--- src/rtl/systolic_job_arbiter_pkg.sv ---
// Shared state codes and field-width helpers for the systolic job arbiter.
// State codes are plain constants so older tools can consume them.
package systolic_arb_pkg;

  typedef logic [1:0] state_t;

  localparam state_t ST_IDLE    = 2'd0;
  localparam state_t ST_ISSUE   = 2'd1;
  localparam state_t ST_RUN     = 2'd2;
  localparam state_t ST_RELEASE = 2'd3;

  function automatic int cw(input int size);
    return $clog2(size) + 2;
  endfunction

  function automatic int ww(input int size);
    return $clog2(size) + 1;
  endfunction

endpackage

--- src/rtl/systolic_job_arbiter_rr_pick.sv ---
// Combinational round-robin picker: first set request scanning ptr, ptr+1, ...
// modulo NREQ. Kept generic so other arbiters can reuse it.
module rr_pick #(
  parameter int NREQ = 4,
  parameter int IW   = $clog2(NREQ)
) (
  input  logic [NREQ-1:0] req,
  input  logic [IW-1:0]   ptr,
  output logic            valid,
  output logic [IW-1:0]   index
);

  // Scan from the farthest offset back to ptr so the closest hit wins.
  always_comb begin
    logic [IW:0] pos;
    valid = 1'b0;
    index = '0;
    pos   = '0;
    for (int i = NREQ - 1; i >= 0; i--) begin
      pos = {1'b0, ptr} + (IW + 1)'(i);
      if (pos >= (IW + 1)'(NREQ)) begin
        pos = pos - (IW + 1)'(NREQ);
      end
      if (req[pos[IW-1:0]]) begin
        valid = 1'b1;
        index = pos[IW-1:0];
      end
    end
  end

endmodule

--- src/rtl/systolic_job_arbiter.sv ---
// Round-robin arbiter sharing one systolic array controller among NREQ requesters.
// Optional RUN watchdog enabled by defining ARB_TIMEOUT_EN.
module systolic_job_arbiter
  import systolic_arb_pkg::*;
#(
  parameter int SIZE           = 16,
  parameter int NREQ           = 4,
  parameter int TIMEOUT_CYCLES = 1024,
  localparam int CW = cw(SIZE),
  localparam int WW = ww(SIZE),
  localparam int IW = $clog2(NREQ)
) (
  input  logic             clk,
  input  logic             reset,
  input  logic [NREQ-1:0]  req,
  input  logic [NREQ*CW-1:0] req_cycles,
  input  logic [NREQ*WW-1:0] req_width_A,
  input  logic [NREQ*WW-1:0] req_width_B,
  output logic [NREQ-1:0]  ack,
  output logic [NREQ-1:0]  grant,
  output logic [NREQ-1:0]  req_done,
  output logic [IW-1:0]    owner,
  output logic             arr_start,
  output logic [CW-1:0]    arr_cycles_in,
  output logic [WW-1:0]    arr_width_A,
  output logic [WW-1:0]    arr_width_B,
  input  logic             arr_busy,
  input  logic             arr_done,
  output logic             idle,
  output logic             timeout_err
);

  state_t          state_q, state_d;
  logic [IW-1:0]   ptr_q, ptr_d, owner_q, owner_d, pick_idx;
  logic            pick_valid;
  logic [NREQ-1:0] ack_q, ack_d, grant_q, grant_d, done_q, done_d;
  logic            start_q, start_d, idle_q, idle_d;
  logic [CW-1:0]   cyc_q, cyc_d, sel_cyc;
  logic [WW-1:0]   wa_q, wa_d, sel_wa, wb_q, wb_d, sel_wb;
  logic            tmo_hit;

  // arr_busy is informational only; transitions never depend on it.
  logic unused_busy;
  assign unused_busy = arr_busy;

  rr_pick #(.NREQ(NREQ)) u_pick (
    .req   (req),
    .ptr   (ptr_q),
    .valid (pick_valid),
    .index (pick_idx)
  );

  always_comb begin
    sel_cyc = '0;
    sel_wa  = '0;
    sel_wb  = '0;
    for (int i = 0; i < NREQ; i++) begin
      if (pick_idx == IW'(i)) begin
        sel_cyc = req_cycles[i*CW +: CW];
        sel_wa  = req_width_A[i*WW +: WW];
        sel_wb  = req_width_B[i*WW +: WW];
      end
    end
  end

`ifdef ARB_TIMEOUT_EN
  localparam int TW = $clog2(TIMEOUT_CYCLES) + 1;
  logic [TW-1:0] cnt_q, cnt_d;
  logic          tmo_q;

  // The counter holds zero outside RUN, so it is fresh on every RUN entry.
  assign cnt_d   = (state_q == ST_RUN) ? cnt_q + TW'(1) : '0;
  assign tmo_hit = (state_q == ST_RUN) && !arr_done
                   && (cnt_q == TW'(TIMEOUT_CYCLES - 1));

  always_ff @(posedge clk) begin
    if (reset) begin
      cnt_q <= '0;
      tmo_q <= 1'b0;
    end else begin
      cnt_q <= cnt_d;
      tmo_q <= tmo_hit;
    end
  end

  assign timeout_err = tmo_q;
`else
  logic unused_tmo;
  assign unused_tmo  = (TIMEOUT_CYCLES == 0);
  assign tmo_hit     = 1'b0;
  assign timeout_err = 1'b0;
`endif

  always_comb begin
    state_d = state_q;
    ptr_d   = ptr_q;
    owner_d = owner_q;
    ack_d   = '0;
    grant_d = grant_q;
    done_d  = '0;
    start_d = 1'b0;
    cyc_d   = cyc_q;
    wa_d    = wa_q;
    wb_d    = wb_q;
    case (state_q)
      ST_IDLE: begin
        if (pick_valid) begin
          owner_d = pick_idx;
          cyc_d   = sel_cyc;
          wa_d    = sel_wa;
          wb_d    = sel_wb;
          grant_d = NREQ'(1) << pick_idx;
          ack_d   = NREQ'(1) << pick_idx;
          state_d = ST_ISSUE;
        end
      end
      ST_ISSUE: begin
        start_d = 1'b1;
        state_d = ST_RUN;
      end
      ST_RUN: begin
        if (arr_done || tmo_hit) begin
          done_d  = NREQ'(1) << owner_q;
          grant_d = '0;
          ptr_d   = (owner_q == IW'(NREQ - 1)) ? '0 : owner_q + IW'(1);
          state_d = ST_RELEASE;
        end
      end
      default: state_d = ST_IDLE;
    endcase
    idle_d = (state_d == ST_IDLE);
  end

  always_ff @(posedge clk) begin
    if (reset) begin
      state_q <= ST_IDLE;
      ptr_q   <= '0;
      owner_q <= '0;
      ack_q   <= '0;
      grant_q <= '0;
      done_q  <= '0;
      start_q <= 1'b0;
      cyc_q   <= '0;
      wa_q    <= '0;
      wb_q    <= '0;
      idle_q  <= 1'b1;
    end else begin
      state_q <= state_d;
      ptr_q   <= ptr_d;
      owner_q <= owner_d;
      ack_q   <= ack_d;
      grant_q <= grant_d;
      done_q  <= done_d;
      start_q <= start_d;
      cyc_q   <= cyc_d;
      wa_q    <= wa_d;
      wb_q    <= wb_d;
      idle_q  <= idle_d;
    end
  end

  assign ack           = ack_q;
  assign grant         = grant_q;
  assign req_done      = done_q;
  assign owner         = owner_q;
  assign arr_start     = start_q;
  assign arr_cycles_in = cyc_q;
  assign arr_width_A   = wa_q;
  assign arr_width_B   = wb_q;
  assign idle          = idle_q;

endmodule

--- config.mk ---
export PLATFORM = sky130hd
export DESIGN_NAME = systolic_job_arbiter
export DESIGN_NICKNAME = d
export VERILOG_FILES = /design/src/rtl/systolic_job_arbiter_pkg.sv /design/src/rtl/systolic_job_arbiter_rr_pick.sv /design/src/rtl/systolic_job_arbiter.sv
export SDC_FILE = /design/constraint.sdc
export NUM_CORES = 1
export LEC_CHECK = 0
export BUFFER_PORTS_ARGS = -buffer_cell sky130_fd_sc_hd__buf_2
export CAP_MARGIN = 5
export CORE_UTILIZATION = 46
export CTS_CLUSTER_DIAMETER = 120
export DETAILED_ROUTE_END_ITERATION = 6
export PLACE_DENSITY = 0.84
export SLEW_MARGIN = 0
export SYNTH_ARGS = -nofsm -noshare
export SYNTH_HDL_FRONTEND = slang
export SYNTH_SLANG_ARGS = --single-unit
--- constraint.sdc ---
create_clock -name clk -period 4.5 [get_ports clk]
set_clock_uncertainty 0.05 [all_clocks]
set_input_delay 0.675 -clock clk [delete_from_list [all_inputs] [get_ports clk]]
set_output_delay 0.675 -clock clk [all_outputs]
set_load 0.01 [all_outputs]
# [After elaboration in Yosys (flattened, before gate mapping)]
# Cells that the tools add are included.
[totals] reg_bits=36 inputBits=72 out_inout_bits=33
[op_classes] add_sub_neg=8 magnitude_cmp=8 n_eq_ne=8 n_shift=2 mux=40 bitwise_logic=4 n_reduce_logical=9
[op_table] operator="$mux 5" count=8
[op_table] operator="$mux 6" count=4
[op_table] operator="$mux 2" count=11
[op_table] operator="$lt 2x3->1 const B" count=4
[op_table] operator="$ge 3x3->1 const B" count=3
[op_table] operator="$mux 1" count=9
[op_table] operator="$bmux 1 s2" count=4
[op_table] operator="$eq 2x2->1 const B" count=4
[op_table] operator="$mux 4" count=2
[op_table] operator="$pmux 4 s2" count=1
[op_table] operator="$shl 1x2->4 const A" count=2
[op_table] operator="$sub 2x1->2 const B" count=4
[op_table] operator="$add 2x2->3 const B" count=2
[op_table] operator="$logic_not 2->1" count=3
[op_table] operator="$pmux 2 s3" count=1
[op_table] operator="$reduce_or 3->1" count=2
[op_table] operator="$eq 2x1->1 const B" count=2
[op_table] operator="$ne 2x2->1 const B" count=2
[op_table] operator="$not 1->1" count=4
[op_table] operator="$reduce_and 2->1" count=2
[op_table] operator="$add 2x1->3 const B" count=1
[op_table] operator="$ge 2x3->1 const B" count=1
[op_table] operator="$reduce_and 3->1" count=1
[op_table] operator="$add 2x1->2 const B" count=1
[op_table] operator="$reduce_bool 2->1" count=1

# [Depth between registers and ports, before layout]
# Gate-level depths: netlist (run 1).
[depth] depth_word=14 ltp_mapped=8 mapped_depth_nobuf=6

# [Hierarchy]
# From an unflattened synthesis (run 1), not the netlist that was laid out.
[unflattened] hier_cells=150 hier_area_um2=1701.6
[by_module_without_submodules] module="systolic_job_arbiter" instances=1 cells_each=137 area_per_inst_um2=1624.1 seq_area_each_um2=720.7
[by_module_without_submodules] module="rr_pick" instances=1 cells_each=13 area_per_inst_um2=77.6 seq_area_each_um2=0.0

# [Worst setup path before layout (run 1)]
# No wires, ideal clock.
[synth_path] kind="input to register" from="input port req[2]" to="register wa_q[2], in the netlist arr_width_A[2]" setup_ns=0.133 arrival_time_ns=1.737 required_time_ns=4.317 setup_slack_ns=2.580 cell_stages=7 path_cell_list="nor2b_1 -> o21a_1 -> nor3_4 -> nand2b_1 -> buf_4 -> buf_6 -> o221ai_1"
[synth_via] elab_chain_cells=11 word_cells_on_any_way=25 cone_classes="eq/ne: 3; mux: 20; reduce/logical: 2"
[synth_lines] item="start: declaration" line="systolic_job_arbiter.sv:15" text="input logic [NREQ-1:0] req,"
[synth_lines] item="$bmux 1 s2" line="systolic_job_arbiter_rr_pick.sv:24" text="if (req[pos[IW-1:0]]) begin"
[synth_lines] item="$mux 1 (not written as such)" line="systolic_job_arbiter_rr_pick.sv:24"
[synth_lines] item="$mux 2 (4 in a row)" line="systolic_job_arbiter_rr_pick.sv:24"
[synth_lines] item="$logic_not 2->1" line="systolic_job_arbiter.sv:58" text="if (pick_idx == IW'(i)) begin"
[synth_lines] item="$mux 5 (4 in a row)" line="systolic_job_arbiter.sv:58"
[synth_lines] item="end signal: assignment" line="systolic_job_arbiter.sv:156" text="wa_q <= wa_d;"
[synth_lines] item="end: declaration" line="systolic_job_arbiter.sv:39" text="logic [WW-1:0] wa_q, wa_d, sel_wa, wb_q, wb_d, sel_wb;"
# Several ways; a longest one is shown, not always the timed one. The select of a mux whose other input is x is not followed.
# A chain may end at the register's enable or synchronous reset.

# [Worst setup path after layout (run 1)]
[layout_path] from="input port req[1]" to="register wb_q[3], in the netlist arr_width_B[3]"
[layout_via] elab_chain_cells=11 word_cells_on_any_way=25 cone_classes="eq/ne: 3; mux: 20; reduce/logical: 2"
[layout_lines] item="$bmux 1 s2" line="systolic_job_arbiter_rr_pick.sv:24"
[layout_lines] item="$mux 1 (not written as such)" line="systolic_job_arbiter_rr_pick.sv:24"
[layout_lines] item="$mux 2 (4 in a row)" line="systolic_job_arbiter_rr_pick.sv:24"
[layout_lines] item="$logic_not 2->1" line="systolic_job_arbiter.sv:58"
[layout_lines] item="$mux 5 (4 in a row)" line="systolic_job_arbiter.sv:58"
[layout_lines] item="end signal: assignment" line="systolic_job_arbiter.sv:157" text="wb_q <= wb_d;"
[layout_lines] item="end: declaration" line="systolic_job_arbiter.sv:39"
# Several ways; a longest one is shown, not always the timed one. The select of a mux whose other input is x is not followed.

==> flow_summary.yaml, run 1 <==
die:
  die_h_um: 63.73
  io_pins: 105
  core_area_um2: 3661
  initial_core_util_pct: 47.88
  chipWidth_um: 63.73
  die_area_um2: 4062
  row_count: 22
yosys:
  ys_types: 32
  avgSynthCellArea_um2: 9.739
  synth_fp_nets: 257
  synthCells: 180
  synth.area.top_cells: "dfxtp_1, mux2i_1, o221ai_1, nand2_1, ha_1"
  synth_top_area_share_pct: 41.11
  yosys_register_bits: 36
  synth_area_um2: 1753
  synth_top_area_cell: "dfxtp_1"
  yosys_warnings: 0
  ys_seq_area_share_pct: 41.11
worst_setup_path:
  end_kind: "flop"
  crit_type: "in2reg"
  arrival_ps: 2470
  start_kind: "primary input"
  cp.required_ps: 4590
  crit_path_max_fanout: 37
cts:
  cts_max_level: 2
  clk_latency_ps: 280
  root_buffer: "clkbuf_8"
  clk_path_buf_depth: 2
  cts_resized: 0
  clock_sinks: 36
  cts_made_buffers: 5
  cts_setup_buffers: 0
  clk_pin_slew_worst_paths_ps: 70
  cts_tree: "done"
  postCtsHoldBufs: 0
route:
  wl_per_cell_um: 12.11
  avgViaCountPerCell: 5.122
  drc: 0
  drtAntennaViolNets: 0
  first_pass_iters: 4
  drtIter0Drc: 85
  wirelength_um: 3972
  num_vias: 1680
sta:
  layout_min_cycle_time_ps: 2380
  hold_violations: 0
  setup_violations: 0
  layout_setup_ws_ps: 2120
  max_freq_mhz: 420.1
  drv_slew: 0
  tightestPinTransition_ps: 1030
  slew_headroom_pct: 31.33
  rsz0062_at_grt: "no"
  post-route-period-util_pct: 52.89
  setup_tns_ps: 0
global_route:
  grtUsageTotal_pct: 19.86
  grt_max_degree: 38
  first_global_vias: 1477
  overflow: 0
  antenna_found_initial: 0
  grt_pass1_wl_um: 6237
placement:
  io_buffers: 102
  place_hpwl_um: 3035
  place_congestion: 0.7497
  place_ws_ps: 1840
pwr:
  p_total_mw: 1.131
  max-vdd-ir-drop_v: 0.0002628
  pwr_density_cell_nw_per_um2: 482.5
  p_leak_nw: 1.119
layout:
  fin_nets: 356
  fill_cells: 315
  areaGrowthSynthToFinish_pct: 33.76
  diodes: 0
  drive_above_1_share_pct: 40.36
run:
  maxCapViolations: 0
run_status:
  outcome: "complete, no violations"
min_path:
  hold_class: "reg2reg"
## synth_stat cells
| cell | instances |
|---|---|
| nor4_1 | 2 |
| o32ai_1 | 1 |
| nor2b_1 | 5 |
| nand2_1 | 26 |
| o21ai_0 | 1 |
| nand2b_1 | 5 |
| ha_1 | 5 |
| nor2_4 | 1 |
| dfxtp_1 | 36 |
| nand2_2 | 1 |
| nand3_1 | 1 |
| inv_1 | 2 |
| and3_1 | 1 |
| o221ai_1 | 16 |
| a21oi_1 | 8 |
| nor3_4 | 1 |
| nand3b_1 | 2 |
| nor3_1 | 1 |
| nor2_1 | 14 |
| o32a_1 | 1 |
| conb_1 | 1 |
| a32oi_1 | 2 |
| o21a_1 | 1 |
| a211oi_1 | 1 |
| mux2i_1 | 32 |
| clkbuf_1 | 1 |
| buf_2 | 1 |
| buf_6 | 5 |
| o31ai_1 | 1 |
| buf_4 | 3 |
| and2b_1 | 1 |
| a22o_1 | 1 |
## critical path: stages
cell,delay [ps]
buf_2,120
nand2b_1,160
a21oi_1,180
o32a_2,870
mux2i_1,310
o221ai_1,160
## registers in the layout, indices dropped and copies added, names as in the netlist
signal / count
ack: 4
state_q: 2
idle: 1
arr_cycles_in: 6
arr_width_A: 5
owner: 2
arr_start: 1
req_done: 4
ptr_q: 2
grant: 4
arr_width_B: 5
## where the power goes
part / total [mW] / leakage, nW / internal, mW / switching [mW]
clock: 0.277 / 0.0552 / 0.164 / 0.112
combinational: 0.410 / 0.768 / 0.179 / 0.232
sequential: 0.444 / 0.295 / 0.401 / 0.0433
## logic make-up after synthesis
logic type	share of synthesized area, %
AO/OA/AOI/OAI	14.42
adder cells (fa/ha/maj)	3.569
buffers and inverters	5.424
flip-flops	41.11
multiplexers	18.27
other	0.2139
AND/OR/NAND/NOR	16.99
## final timing paths
path / cells after the start / startpoint / slack (ps) / to
worst max register to register: 5 / ptr_q[0] / 2310 / arr_width_B[3]
worst max-delay path: 6 / req[1] / 2120 / arr_width_B[3]
worst min register to register: 2 / grant[2] / 400 / grant[2]
worst min-delay path: 2 / grant[2] / 400 / grant[2]
## per-layer routing
metal  track usage [%]  vias up  share of wire (%)
li1                  -      847                  -
met1             22.73      768                 44
met2             34.71       58                 50
met3             6.071        7                5.0
met4             6.818        0                1.3
met5                 0        -                  0
## cells in the final DEF (no fill, tap or decap)
| cell | instances |
|---|---|
| nor2_1 | 14 |
| o21a_1 | 1 |
| a22o_1 | 1 |
| clkbuf_1 | 1 |
| nor2b_1 | 5 |
| bufinv_16 | 1 |
| clkbuf_8 | 5 |
| nor4_1 | 2 |
| nand2b_1 | 5 |
| o32a_2 | 1 |
| nor3_1 | 1 |
| nor2_4 | 1 |
| inv_1 | 2 |
| and2b_1 | 1 |
| buf_2 | 102 |
| nand3b_1 | 2 |
| nor3_4 | 1 |
| ha_1 | 5 |
| conb_1 | 1 |
| a32oi_1 | 2 |
| and3_1 | 1 |
| o31ai_1 | 1 |
| o221ai_1 | 16 |
| a21oi_1 | 8 |
| o32ai_1 | 1 |
| o21ai_0 | 1 |
| nand3_1 | 1 |
| mux2i_1 | 32 |
| dfxtp_1 | 36 |
| nand2_2 | 1 |
| nand2_1 | 26 |
| a211oi_1 | 1 |
| clkinv_2 | 1 |
## through the flow
stage / instances / hold WS [ps] / utilization, % / instance area (um2)
final: 328 / 400.3 / 64.05 / 2345
after global routing: 328 / 424.9 / 64.05 / 2345
after CTS: 328 / 401.6 / 64.05 / 2345
after detailed placement: 320 / 391.5 / 61.11 / 2237
after global placement: 320 / 389.1 / 61.11 / 2237
after floorplan: 180 / 421.8 / - / 1753
## layout make-up
cell class                 instances  area, um2  area share, %
multi-input combinational        132      938.4          40.02
sequential                        36      720.7          30.74
timing repair buffer             102      510.5          21.77
clock buffer                       6      72.57          3.095
tap                               48      60.06          2.561
clock inverter                     2      35.03          1.494
inverter                           2      7.507         0.3202
Note: power is estimated with default switching activity, not from simulation.
==> inputs of run 2 (changes only) <==
CORE_UTILIZATION = 43   (was 46)
PLACE_DENSITY = 0.8   (was 0.84)
clock period = 2.4 ns   (was 4.5 ns; I/O delays follow)
==> run 2 against run 1 <==
  * Non-clock buffer count rose by 2
  * Hold slack lost 76 ps
  * First-iteration DRC count is 1.2% lower
  * Critical endpoint is now arr_cycles_in[3]
==> flow_summary.yaml, run 2 (synthesis results as in run 1) <==
cts:
  clock_sinks: 36
  postCtsHoldBufs: 0
  clk_path_buf_depth: 2
  cts_resized: 0
  cts_made_buffers: 5
  cts_tree: "done"
  cts_max_level: 2
  clk_latency_ps: 280
  clk_pin_slew_worst_paths_ps: 70
  cts_setup_buffers: 0
  root_buffer: "clkbuf_8"
die:
  core_area_um2: 3771
  die_h_um: 65.85
  io_pins: 105
  die_area_um2: 4336
  row_count: 22
  chipWidth_um: 65.85
  initial_core_util_pct: 46.48
layout:
  stdcell_count: 330
  areaGrowthSynthToFinish_pct: 36.05
  final_common_cell: "buf_2"
  fin_nets: 358
  drive_above_1_share_pct: 40.78
  final_cell_mix: "buf_2, dfxtp_1, mux2i_1, nand2_1, o221ai_1"
  fill_cells: 311
  largest_register_ffs: 6
  final_area_um2: 2385
  diodes: 0
placement:
  place_inst: 322
  place_hpwl_um: 3158
  placed_area_um2: 2277
  io_buffers: 102
  place_congestion: 0.7433
pwr:
  power_frac_comb_pct: 37.3
  p_sw_mw: 0.7349
  power.internal_mw: 1.417
  p_clk_share_pct: 23.8
  max-vdd-ir-drop_v: 0.0004936
  pwr_density_cell_nw_per_um2: 902.4
  p_leak_nw: 1.138
  p_total_mw: 2.152
  seqPwrFrac_pct: 38.9
  p_sw_share_pct: 34.15
route:
  first_pass_iters: 4
  drtIter0Drc: 84
  num_vias: 1676
  wirelength_um: 4098
  wl_per_cell_um: 12.42
  drc: 0
  drtAntennaViolNets: 0
  avgViaCountPerCell: 5.079
worst_setup_path:
  timing.rr.start: "ptr_q[0]"
  r2r_cells: 6
  r2r-end: "arr_cycles_in[3]"
  crit_path_max_fanout: 37
  start_kind: "flop"
  arrival_ps: 1810
  reg2reg_slack_ps: 680
  end_kind: "flop"
  cp.required_ps: 2490
  crit_type: "reg2reg"
min_path:
  hold_class: "in2reg"
  min_path_cells: 3
  hold_end: "ptr_q[1]"
  hold_start: "arr_done"
sta:
  tightestPinTransition_ps: 495.7
  post-route-period-util_pct: 71.58
  setup_violations: 0
  drv_slew: 0
  slew_headroom_pct: 66.65
  layout_min_cycle_time_ps: 1718
  hold_violations: 0
  setup_tns_ps: 0
  max_freq_mhz: 582.1
  rsz0062_at_grt: "no"
run:
  maxCapViolations: 0
global_route:
  antenna_found_initial: 0
  first_global_vias: 1485
  grt_max_degree: 38
  overflow: 0
  grtUsageTotal_pct: 19.41
  grt_pass1_wl_um: 6382
run_status:
  outcome: "complete, no violations"
run 2: layout make-up:
cell class	count	area (um2)	area share (%)
Timing Repair Buffer	104	550.5	23.08
Clock buffer	6	72.57	3.043
Inverter	2	7.507	0.3148
Multi-Input combinational cell	132	938.4	39.35
Tap cell	48	60.06	2.518
Clock inverter	2	35.03	1.469
Sequential cell	36	720.7	30.22
run 2: worst max-delay path by stage:
stage | depth (start not counted) | start | end | slack, ps
floorplan | 7 | req[2] | arr_width_A[2] | 790
global placement | 7 | req[3] | arr_width_B[1] | 460
detailed placement | 7 | req[3] | arr_cycles_in[5] | 410
CTS | 6 | ptr_q[0] | arr_cycles_in[5] | 680
global route | 7 | req[3] | arr_width_A[4] | 540
finish | 6 | ptr_q[0] | arr_cycles_in[3] | 680
run 2: metrics by stage:
stage	util (%)	setup WS [ps]	hold slack, ps
after floorplan	-	794.6	393.4
after global placement	60.38	457.0	390.9
after detailed placement	60.38	407.0	396.3
after CTS	63.24	680.7	319.0
after global routing	63.24	538.7	333.2
final	63.24	682.1	324.2
run 2: worst max-delay path, cell delays in order, from the launching register on:
cell and delay [ps]:
dfxtp_1 350, nand2b_1 130, nor2b_1 200, o32a_2 200, buf_12 240, mux2i_1 250, o221ai_1 140
run 2: power by group through the flow:
stage	combinational, mW	sequential [mW]	clock, mW
floorplan	0.468	0.907	0
global placement	0.793	0.845	0
detailed placement	0.812	0.845	0
CTS	0.815	0.837	0.525
global route	0.884	0.855	0.557
finish	0.802	0.837	0.513
run 2: metal layers:
layer  routed length [um]  track usage (%)  up-vias  share of wire [%]
met5                    0                0        -                  0
met4                   47            8.152        0                1.1
met3                  224            4.828        5                5.5
met2                 2153            34.44       56                 53
met1                 1672            21.76      762                 41
li1                     -                -      853                  -
==> inputs of run 3 (changes only) <==
clock period = 1.6 ns   (was 2.4 ns; I/O delays follow)
==> run 3 against run 2 <==
  * Sequential cell count unchanged
  * Non-clock buffer count increased by 16
  * Cell count increased by 4.8%
  * Largest cell class unchanged
  * Hold slack got worse by 120 ps
  * Clock power increased by 53%
  * Routed wire length increased by 11%
  * Via count increased by 3.5%
  * Sequential power increased by 49%
  * Critical path depth unchanged
  * Die area unchanged
==> flow_summary.yaml, run 3 (synthesis results as in run 1) <==
cts:
  clk_latency_ps: 280
  clock_sinks: 36
  root_buffer: "clkbuf_8"
  cts_made_buffers: 5
  clk_pin_slew_worst_paths_ps: 70
  postCtsHoldBufs: 0
  cts_max_level: 2
  cts_tree: "done"
  clk_path_buf_depth: 2
sta:
  max_freq_mhz: 629.8
  setup_violations: 0
  rsz0062_at_grt: "yes"
  drv_slew: 0
  layout_min_cycle_time_ps: 1588
  setup_tns_ps: 0
  post-route-period-util_pct: 99.24
  hold_violations: 0
  layout_setup_ws_ps: 12.16
  fin_hold_ws_ps: 200.1
layout:
  final_cell_mix: "buf_2, dfxtp_1, mux2i_1, nand2_1, o221ai_1"
  fin_nets: 374
  drive_above_1_share_pct: 48.66
  final_area_um2: 2624
  fin_util_pct: 69.58
  largest_register_ffs: 6
  final_common_cell: "buf_2"
  areaGrowthSynthToFinish_pct: 49.68
  fill_cells: 284
  diodes: 0
placement:
  place_congestion: 0.7670
  io_buffers: 102
  placed_area_um2: 2407
  place_hpwl_um: 3461
  place_ws_ps: -76.66
global_route:
  grt_pass1_wl_um: 7162
  grt_max_degree: 19
  top_usage_layer: "met2"
  grtUsageTotal_pct: 21.81
  overflow: 0
  use_met2_pct: 39.92
  met1_usage_pct: 24.31
  first_global_vias: 1611
  antenna_found_initial: 0
  met3_usage_pct: 4.828
pwr:
  max-vdd-ir-drop_v: 0.0006568
  p_leak_nw: 1.256
  pwr_density_cell_nw_per_um2: 1339
run:
  maxCapViolations: 0
die:
  row_count: 22
  initial_core_util_pct: 46.48
  chipWidth_um: 65.85
  io_pins: 105
  die_h_um: 65.85
  core_area_um2: 3771
  die_area_um2: 4336
worst_setup_path:
  cp.required_ps: 1700
  r2r_cells: 6
  path_cells: "nand2b_4 -> nor2b_4 -> o32a_4 -> buf_12 -> mux2i_2 -> o221ai_1"
  max_stage_delay_ps: 360
  crit_type: "reg2reg"
  reg2reg_slack_ps: 10
  r2r-end: "arr_cycles_in[0]"
  arrival_ps: 1690
  start_kind: "flop"
  end_kind: "flop"
  timing.rr.start: "ptr_q[0]"
  crit_path_max_fanout: 14
  crit_slowest_cell: "dfxtp_4"
route:
  wirelength_um: 4556
  drtAntennaViolNets: 0
  wl_per_cell_um: 13.17
  drc: 0
  num_vias: 1735
  first_pass_iters: 4
  avgViaCountPerCell: 5.014
  drtIter0Drc: 104
min_path:
  min_path_cells: 3
  hold_start: "req_width_A[7]"
  hold_end: "arr_width_A[2]"
  hold_class: "in2reg"
run_status:
  outcome: "complete, no violations"
[run 3: critical path, delay by kind of cell, from the launching register on]
| family | cells | cell delay [ps] |
|---|---|---|
| compound gates | 2 | 360 |
| buf+inv | 1 | 170 |
| flops | 1 | 360 |
| mux | 1 | 230 |
| simple gates | 2 | 260 |
[run 3: layout make-up]
class	instances	area [um2]	share of cell area, %
clock buffer	5	68.82	2.623
clock inverter	3	42.54	1.621
inverter	2	7.507	0.2861
multi-input combinational	132	1005	38.29
sequential	36	724.4	27.61
tap	48	60.06	2.289
timing repair buffer	120	715.7	27.28
[run 3: layer usage]
layer,share of wire (%),vias up
li1,-,885
met5,0,-
met3,4.0,5
met2,53,56
met1,42,789
met4,1.1,0
[run 3: stage by stage]
stage / total power [mW] / std cells
6_report: 3.513 / 346
5_1_grt: 3.738 / 346
4_1_cts: 3.475 / 345
3_5_place_dp: 2.643 / 336
3_3_place_gp: 2.598 / 336
2_1_floorplan: 2.063 / 180
[run 3: what timing repair did]
item / 4_1_cts / 5_1_grt
pin swaps: 1 / 1
resized for setup: 8 / 10
buffers inserted: 0 / 1
cloned: 1 / 0
endpoints found under the setup margin: 16 / 20
[run 3: worst max path at each step]
stage	startpoint	to	slack (ps)	depth (start not counted)
finish	ptr_q[0]	arr_cycles_in[0]	10	6
global route	ptr_q[0]	arr_width_B[1]	-70	6
CTS	ptr_q[0]	arr_cycles_in[0]	6	6
detailed placement	ptr_q[0]	arr_cycles_in[0]	-80	6
global placement	req[1]	arr_width_A[0]	-50	7
floorplan	ptr_q[0]	arr_cycles_in[0]	60	7
[run 3: power by group]
group,internal (mW),switching (mW)
Sequential,1.13,0.122
Clock,0.461,0.325
Combinational,0.721,0.756
Total,2.31,1.20
